## src/rtl/ch2_cnt_ctrl.sv

```systemverilog
// ---------------------------------------------------------------------------
// ch2_cnt_ctrl -- two-requester arbiter for one shared 3-bit run counter.
//
// A requester raises its req bit and holds it until it sees its done bit.
// The arbiter grants the counter to one requester, round-robin on ties. It
// latches that requester's terminal count, then counts q from 0 up to the
// terminal count. On completion it pulses done[owner] for one cycle. If the
// owner drops req mid-run, the run is aborted with no done pulse.
//
// All flops update on the falling edge of clk.
//
// Optional feature macro: CNT_PAUSE_EN
//   When defined, the pause input exists. pause=1 freezes q and the
//   terminal-count check while in RUN. An abort still takes priority.
//
// Ports
//   clk   in   1  clock (falling-edge active)
//   rst   in   1  asynchronous, active-high reset
//   req   in   2  per-requester run request, level-sensitive
//   tc0   in   3  terminal count for requester 0, sampled at grant
//   tc1   in   3  terminal count for requester 1, sampled at grant
//   pause in   1  count freeze (only with CNT_PAUSE_EN)
//   gnt   out  2  one-hot counter owner, 2'b00 when unowned
//   q     out  3  shared counter value
//   busy  out  1  high while in RUN
//   done  out  2  one-cycle completion pulse per requester
// ---------------------------------------------------------------------------
module ch2_cnt_ctrl (
  input  logic       clk,
  input  logic       rst,
  input  logic [1:0] req,
  input  logic [2:0] tc0,
  input  logic [2:0] tc1,
`ifdef CNT_PAUSE_EN
  input  logic       pause,
`endif
  output logic [1:0] gnt,
  output logic [2:0] q,
  output logic       busy,
  output logic [1:0] done
);

  typedef enum logic [1:0] {
    IDLE    = 2'd0,
    RUN     = 2'd1,
    DONE_ST = 2'd2
  } state_t;

  state_t     state, state_n;
  logic [2:0] q_n;
  logic [2:0] tcl, tcl_n;
  logic [1:0] gnt_n, done_n;
  logic       busy_n;
  logic       last, last_n;   // index of the requester served most recently
  logic       win;            // requester that wins arbitration in IDLE
  logic       owner;          // requester currently holding the counter
  logic       stall;

`ifdef CNT_PAUSE_EN
  assign stall = pause;
`else
  assign stall = 1'b0;
`endif

  // On a tie the requester not served last wins. Otherwise the sole
  // requester wins.
  assign win   = (req == 2'b11) ? ~last : req[1];
  assign owner = gnt[1];

  // NOTE: sequential state uses non-blocking assignments so every flop
  // samples the pre-edge values of the others.
  always_ff @(negedge clk or posedge rst) begin
    if (rst) begin
      state <= IDLE;
      q     <= 3'd0;
      gnt   <= 2'b00;
      done  <= 2'b00;
      busy  <= 1'b0;
      tcl   <= 3'd0;
      last  <= 1'b1;
    end else begin
      state <= state_n;
      q     <= q_n;
      gnt   <= gnt_n;
      done  <= done_n;
      busy  <= busy_n;
      tcl   <= tcl_n;
      last  <= last_n;
    end
  end

  // NOTE: every output of this block is given a default first, so no path
  // leaves a variable unassigned and no latch is inferred.
  always_comb begin
    state_n = state;
    q_n     = q;
    gnt_n   = gnt;
    done_n  = 2'b00;
    busy_n  = busy;
    tcl_n   = tcl;
    last_n  = last;

    unique case (state)
      IDLE: begin
        if (req != 2'b00) begin
          gnt_n   = win ? 2'b10 : 2'b01;
          q_n     = 3'd0;
          tcl_n   = win ? tc1 : tc0;
          last_n  = win;
          busy_n  = 1'b1;
          state_n = RUN;
        end
      end

      RUN: begin
        if (!req[owner]) begin
          // Owner withdrew: abandon the run silently.
          gnt_n   = 2'b00;
          q_n     = 3'd0;
          busy_n  = 1'b0;
          state_n = IDLE;
        end else if (stall) begin
          q_n = q;
        end else if (q == tcl) begin
          // Terminal count reached. Hold q, so it never wraps past 7.
          gnt_n         = 2'b00;
          done_n[owner] = 1'b1;
          busy_n        = 1'b0;
          state_n       = DONE_ST;
        end else begin
          q_n = q + 3'd1;
        end
      end

      DONE_ST: begin
        state_n = IDLE;
      end

      default: begin
        state_n = IDLE;
        gnt_n   = 2'b00;
        busy_n  = 1'b0;
      end
    endcase
  end

endmodule

```

## config.mk

```make
export PLATFORM = sky130hd
export DESIGN_NAME = ch2_cnt_ctrl
export DESIGN_NICKNAME = d
export VERILOG_FILES = /design/src/rtl/ch2_cnt_ctrl.sv
export SDC_FILE = /design/constraint.sdc
export NUM_CORES = 1
export LEC_CHECK = 0
export CAP_MARGIN = 20
export CORE_MARGIN = 2
export CORE_UTILIZATION = 46
export DETAILED_ROUTE_END_ITERATION = 10
export GPL_ROUTABILITY_DRIVEN = 0
export PLACE_DENSITY = 0.82
export SLEW_MARGIN = 20
export SYNTH_ARGS = -nofsm -noshare
export SYNTH_HDL_FRONTEND = slang
export SYNTH_SLANG_ARGS = --single-unit
```

## constraint.sdc

```tcl
create_clock -name clk -period 1.7 [get_ports clk]
set_clock_uncertainty 0.05 [all_clocks]
set_input_delay 0.255 -clock clk [delete_from_list [all_inputs] [get_ports clk]]
set_output_delay 0.255 -clock clk [all_outputs]
set_load 0.1 [all_outputs]
```

==> out/metrics.csv, run 1 <==
metric;value;unit
outcome;stopped before the end;
Fail Step;5_1_grt;
Halt Reason;[ERROR DPL-0033] detailed placement checks failed during check placement.;
syn nets;74;
Die W;42.6;um
IO buf count;17;
hpwl dp;1.31;mm
Initial Util;0.507;
placed standard-cell area;1120;um^2
register area share after synthesis;0.514;
CTS Buffer Depth;2;
largest family of logic cells by synthesized area;simple AND/OR/NAND/NOR gates;
Post-Synth Simple-Gate Area;0.170;
xor/xnor share of the synthesized area;0.0384;
multiplexer share of the synthesized area;0.0768;
post-synth cell types;29;
Synth Area in Adders;0.0183;
Sink Count;14;
Synth Register Bits;14;
average cell area after synthesis;10.9;um^2
IO Count;18;
Die H;42.6;um
Synth Area in Compound Gates;0.166;
Clock Tree Root;clkbuf_4;
CTS buffer count;3;
YS warnings;0;
mapped cell area;684;um^2
initial antenna violation count;0;
largest net degree at the start of global routing;14;
CTS H-tree depth;1;
Syn Inst Count;63;
# rows;13;
==> metrics by stage <==
stage | util | hold slack, ps | setup slack (ps) | cells | TNS [ps]
after floorplan | - | 422 | -470 | 63 | -5160
after global placement | 0.828 | 438 | -807 | 110 | -9870
after detailed placement | 0.828 | 451 | -920 | 110 | -10430
after CTS | 0.920 | 452 | -409 | 120 | -3770
==> what timing repair did <==
item,in CTS
setup buffers,6
hold buffers,0
endpoints found under the setup margin,22
gates resized for setup,23
pin swaps,16
==> cell usage after synthesis, drive strengths merged <==
library cell,instances,share of area
dfrtn,13,0.48
nor2,8,0.048
a21oi,6,0.049
inv,3,0.016
mux2i,3,0.044
nand2,3,0.016
nand3,3,0.029
nor3,3,0.022
xnor2,3,0.038
mux2,2,0.033
nand2b,2,0.022
o21ai,2,0.015
a211o,1,0.013
a21boi,1,0.016
a21o,1,0.011
a32o,1,0.015
and2,1,0.013
dfstp,1,0.038
ha,1,0.018
nand3b,1,0.011
nand4,1,0.0091
o211ai,1,0.018
o21bai,1,0.016
o2bb2ai,1,0.013
==> cell families after synthesis <==
family	after synthesis
flip-flops	14
multiplexers	5
AND/OR/NAND/NOR	22
adder cells (fa/ha/maj)	1
buffers and inverters	3
XOR/XNOR	3
AO/OA/AOI/OAI	15
==> inputs of run 2 (changes only) <==
--- a/config.mk
+++ b/config.mk
@@ -6,11 +6,11 @@
 export NUM_CORES = 1
 export LEC_CHECK = 0
 export CAP_MARGIN = 20
-export CORE_MARGIN = 2
-export CORE_UTILIZATION = 46
+export CORE_AREA = 2 2 63 65
 export DETAILED_ROUTE_END_ITERATION = 10
+export DIE_AREA = 0 0 65 67
 export GPL_ROUTABILITY_DRIVEN = 0
-export PLACE_DENSITY = 0.82
+export PLACE_DENSITY_LB_ADDON = 0.15
 export SLEW_MARGIN = 20
 export SYNTH_ARGS = -nofsm -noshare
 export SYNTH_HDL_FRONTEND = slang
==> run 2 against run 1 <==
  * The flow now finishes, with violations (setup timing)
  * Synthesized cell count unchanged
  * Synthesized area unchanged
==> out/metrics.csv, run 2 <==
metric;value;unit
reg2reg end;q[0]$_DFFE_NP0P_;
vias in the first global route;652;
CP required;1390;ps
Post-synth ARST share;1.00;
crit-path leading delay family;flip-flops;
Die W;65;um
top cells by area, synth;dfrtn_1, mux2i_1, dfstp_2, nor2_1, xnor2_1;
most frequent cell after synthesis;dfrtn_1;
CP Cell Sequence;buf_12;
largest net degree at the start of global routing;11;
Syn Inst Count;63;
Core ar.;3610;um^2
CP max FO;2;
Rel. slew slack;0.840;
critical path class;flip-flop to output port;
CTS tree;built;
unrepaired setup endpoints after global routing;yes;
VDD IR max;0.543;mV
Worst Path Buf+Inv;1;
Final Util;0.358;
CP startpoint;busy$_DFFE_NP0P_;
Die H;67;um
via count;614;
Slew @ Worst Pin;240;ps
average cell area after synthesis;10.9;um^2
Global Route Usage Sum;0.0936;
Leak;0.573;nW
slowest stage delay, CP;460;ps
hpwl dp;1.36;mm
Synth Register Bits;14;
CTS buffer count;3;
highest-count cells in the layout ignoring fill and taps;buf_4, dfrtn_1, buf_12;
Clock Tree Root;clkbuf_8;
Reg clk slew, reported paths;40;ps
R2R cell count;6;
Post-synth EDFFs;0;
final hold vios;0;
Worst Setup Start Kind;flip-flop;
Reg2Reg Setup Slack;90;ps
first-pass GRT wire length;2.97;mm
share of cells above drive strength 1;0.490;
IO Count;18;
mapped cell area;684;um^2
Synth top cells by count;dfrtn_1, nor2_1, a21oi_1;
YS warnings;0;
antenna cells;0;
PwrDens;1730;nW/um^2
initial antenna violation count;0;
final WL;1.76;mm
post-route setup slack;-368;ps
IO buf count;17;
dpl ws;-891;ps
Setup crit end kind;output port;
Initial Util;0.190;
CTS Buffer Depth;2;
CP endpoint;busy;
failing checks;setup timing;
critical path's slowest cell;dfrtn_1;
Skew-Pair Late Insertion Delay;310;ps
commonest non-fill, non-tap cell in the layout;buf_4;
WL/cell;11.6;um
Worst path depth;1;
area fraction of the dominant cell type after synthesis;0.475;
final count of pins violating max slew;0;
syn nets;74;
outcome;finished, violations left;
post-route ant nets;0;
CTS H-tree depth;1;
Via density;4.04;
Congestion Overflow GR;0;
P&R area growth vs syn;88.7;%
die area;4360;um^2
post-synth top area cell;dfrtn_1;
Sink Count;14;
# rows;22;
biggest registers after layout;q x3, tcl x3;
final setup vio count;13;
register area share after synthesis;0.514;
DR pass1 iterations;3;
r2r startpoint;q[2]$_DFFE_NP0P_;
Net count, final;116;
initial DRC count;13;
DR DRC count;0;
Critical Path AT;1760;ps
Hold Crit Class;flip-flop to flip-flop;
Top FF cell, synth;dfrtn_1;
max-cap viol count;0;
post-synth cell types;29;
## run 2: cell counts after synthesis
Identical to the previous run, type by type.
## run 2: logic make-up after synthesis
group                    after synthesis  synth area share
multiplexers                           5            0.0768
flip-flops                            14             0.514
AO/OA/AOI/OAI                         15             0.166
XOR/XNOR                               3            0.0384
buffers and inverters                  3            0.0165
adder cells (fa/ha/maj)                1            0.0183
AND/OR/NAND/NOR                       22             0.170
## run 2: power by group
group | internal [W] | total (W) | switching, W
logic | 0.000613 | 0.00135 | 0.000735
clock network | 0.000163 | 0.000290 | 0.000126
registers | 0.000466 | 0.000593 | 0.000127
## run 2: metrics by stage
| step | setup TNS [ps] | hold slack (ps) | std cells | power, W | area, um^2 |
|---|---|---|---|---|---|
| 6_report | -2910 | 455 | 152 | 0.00223 | 1290 |
| 3_5_place_dp | -10730 | 444 | 143 | 0.00184 | 1150 |
| 5_1_grt | -3350 | 490 | 152 | 0.00236 | 1290 |
| 4_1_cts | -3020 | 464 | 149 | 0.00219 | 1250 |
| 2_1_floorplan | -5160 | 422 | 63 | 0.00132 | 711 |
| 3_3_place_gp | -10690 | 445 | 143 | 0.00183 | 1150 |
## run 2: how the worst min path moves through the flow
| stage | cells after the start | slack [ps] | endpoint | start |
|---|---|---|---|---|
| finish | 2 | 460 | tcl[1]$_DFFE_NP0P_ | tcl[1]$_DFFE_NP0P_ |
| global route | 2 | 490 | tcl[0]$_DFFE_NP0P_ | tcl[0]$_DFFE_NP0P_ |
| floorplan | 1 | 420 | gnt[0]$_DFFE_NP0P_ | state[0]$_DFFE_NP0P_ |
| global placement | 2 | 450 | tcl[0]$_DFFE_NP0P_ | tcl[0]$_DFFE_NP0P_ |
| detailed placement | 1 | 440 | gnt[0]$_DFFE_NP0P_ | state[0]$_DFFE_NP0P_ |
| CTS | 2 | 460 | tcl[1]$_DFFE_NP0P_ | tcl[1]$_DFFE_NP0P_ |
## run 2: area by class of cell
class	instances	area, um^2
clock buffers	3	41.3
clock inverters	2	7.51
fillers	375	2310
inverters	2	7.51
multi-input cells	46	387
flip-flops and latches	14	352
well taps	48	60.1
repair buffers	37	437
## run 2: timing repair
| item | 4_1_cts | 5_1_grt |
|---|---|---|
| pin swaps | 8 | 9 |
| hold endpoints to repair | 0 | 0 |
| buffers inserted | 2 | 3 |
| hold buffers | 0 | 0 |
| setup endpoints to repair | 22 | 14 |
| gates resized for setup | 20 | 6 |
## run 2: metal layers
| layer | vias up | share of wire | track usage | routed length (um) |
|---|---|---|---|---|
| met3 | 5 | 0.031 | 0.0152 | 55 |
| li1 | 308 | - | - | - |
| met5 | - | 0 | 0 | 0 |
| met2 | 15 | 0.48 | 0.152 | 851 |
| met1 | 286 | 0.45 | 0.113 | 799 |
| met4 | 0 | 0.029 | 0.0638 | 51 |
## run 2: worst min-delay path, cell delays in order, from the launching register on
cell,delay (ps)
dfrtn_1,440
nor2_2,40
a21oi_1,100
Power figures use the tool's default switching activity.
==> inputs of run 3 (changes only) <==
--- a/config.mk
+++ b/config.mk
@@ -11,6 +11,7 @@
 export DIE_AREA = 0 0 65 67
 export GPL_ROUTABILITY_DRIVEN = 0
 export PLACE_DENSITY_LB_ADDON = 0.15
+export REMOVE_ABC_BUFFERS = 1
 export SLEW_MARGIN = 20
 export SYNTH_ARGS = -nofsm -noshare
 export SYNTH_HDL_FRONTEND = slang
==> run 3 against run 2 <==
  * The flow still finishes with violations (setup timing)
  * Register-to-register slack gained 140 ps
  * Design area is 0.39% lower
  * Sequential share of layout area up 0.11 points
  * Die area did not move
  * Routed wire length decreased by 0.51%
  * Via count rose by 2.3%
  * Clock power is 19% higher
  * Cell count increased by 0.66%
  * Non-clock buffer count up 1
  * Critical path type unchanged
  * Largest power group unchanged
  * Highest routed layer unchanged
==> out/metrics.csv, run 3 (synthesis gave the netlist of run 2 again) <==
metric;value;unit
outcome;finished, violations left;
failing checks;setup timing;
grt met3 use;0.0355;
post-route ant nets;0;
DR DRC count;0;
Hold Crit Class;flip-flop to flip-flop;
dpl ws;-821;ps
IO Count;18;
vias in the first global route;600;
commonest non-fill, non-tap cell in the layout;buf_4;
CTS tree;built;
final WL;1.75;mm
Initial Util;0.190;
Worst path depth;1;
Via density;4.10;
CTS buffer count;3;
initial DRC count;8;
Hold Path End;tcl[1]$_DFFE_NP0P_;
area occupied by registers;352;um^2
most used routing layer in global routing;met2;
final count of pins violating max slew;0;
post-route setup slack;-367;ps
via count;628;
first-pass GRT wire length;2.87;mm
Sum Neg Setup Slack;-2980;ps
final hold vios;0;
Critical Path AT;1760;ps
fillers;357;
hpwl dp;1.33;mm
Reg2Reg Setup Slack;230;ps
Die H;67;um
Worst Hold Launch;tcl[1]$_DFFE_NP0P_;
Clock Tree Root;clkbuf_8;
VDD IR max;0.572;mV
die area;4360;um^2
DR pass1 iterations;4;
M2 GR Usage;0.157;
reg2reg end;q[0]$_DFFE_NP0P_;
slowest stage delay, CP;450;ps
P&R area growth vs syn;87.9;%
share of cells above drive strength 1;0.514;
Die W;65;um
Global Route Usage Sum;0.0936;
CP max FO;2;
Core ar.;3610;um^2
antenna cells;0;
Slew @ Worst Pin;149;ps
CP required;1390;ps
R2R cell count;5;
# rows;22;
Leak;0.571;nW
WL/cell;11.4;um
biggest registers after layout;q x3, tcl x3;
crit-path leading delay family;flip-flops;
Final Util;0.357;
Sink Count;14;
Rel. slew slack;0.899;
Worst Setup Start Kind;flip-flop;
Setup crit end kind;output port;
critical path class;flip-flop to output port;
largest net degree at the start of global routing;9;
hold path cells;2;
placed standard-cell area;1130;um^2
cts-stage hold buffer count;0;
CTS H-tree depth;1;
Congestion Overflow GR;0;
met1 usage;0.0967;
Net count, final;117;
Worst Path Buf+Inv;1;
unrepaired setup endpoints after global routing;yes;
CTS Buffer Depth;2;
Reg clk slew, reported paths;50;ps
footprint of the multi-input gates;377;um^2
initial antenna violation count;0;
Skew-Pair Late Insertion Delay;320;ps
critical path's slowest cell;dfrtn_1;
r2r startpoint;q[0]$_DFFE_NP0P_;
CP Cell Sequence;buf_12;
final setup vio count;12;
hold_ws;454;ps
IO buf count;17;
max-cap viol count;0;
highest-count cells in the layout ignoring fill and taps;buf_4, dfrtn_1, buf_12;
final instance area;1290;um^2
PwrDens;1750;nW/um^2
-- run 3: stage by stage --
| step | std cells | power (W) |
|---|---|---|
| finish | 153 | 0.00226 |
| global route | 153 | 0.00238 |
| CTS | 151 | 0.00221 |
| detailed placement | 146 | 0.00183 |
| global placement | 146 | 0.00183 |
| floorplan | 63 | 0.00128 |
-- run 3: final cells by class --
class	instances	area share
repair buffers	38	0.336
inverters	2	0.00584
multi-input cells	46	0.293
clock inverters	1	0.00292
well taps	48	0.0467
clock buffers	4	0.0428
flip-flops and latches	14	0.273
-- run 3: worst max path at each step --
stage / start / to
2_1_floorplan: q[0]$_DFFE_NP0P_ / q[0]
3_3_place_gp: req[0] / q[0]$_DFFE_NP0P_
3_5_place_dp: req[0] / q[0]$_DFFE_NP0P_
4_1_cts: q[0]$_DFFE_NP0P_ / q[0]
5_1_grt: gnt[0]$_DFFE_NP0P_ / gnt[0]
6_report: gnt[0]$_DFFE_NP0P_ / gnt[0]
-- run 3: metal layers --
layer / part of all wire / wire, um / up-vias
met3: 0.058 / 101 / 7
met1: 0.40 / 703 / 293
li1: - / - / 308
met4: 0.045 / 78 / 0
met2: 0.49 / 865 / 20
met5: 0 / 0 / -
-- run 3: power breakdown --
group | total (W) | switching [W] | leakage, nW | internal, W
clock | 0.000346 | 0.000137 | 0.0341 | 0.000209
sequential | 0.000566 | 0.0000997 | 0.176 | 0.000466
combinational | 0.00134 | 0.000735 | 0.361 | 0.000610
total | 0.00226 | 0.000972 | 0.571 | 0.00128
-- run 3: what timing repair did --
| item | CTS | global route |
|---|---|---|
| pin swaps | 6 | 8 |
| setup endpoints to repair | 22 | 15 |
| gates resized for setup | 19 | 10 |
| gates cloned | 0 | 0 |
| hold endpoints to repair | 0 | 0 |
| buffers inserted | 1 | 2 |
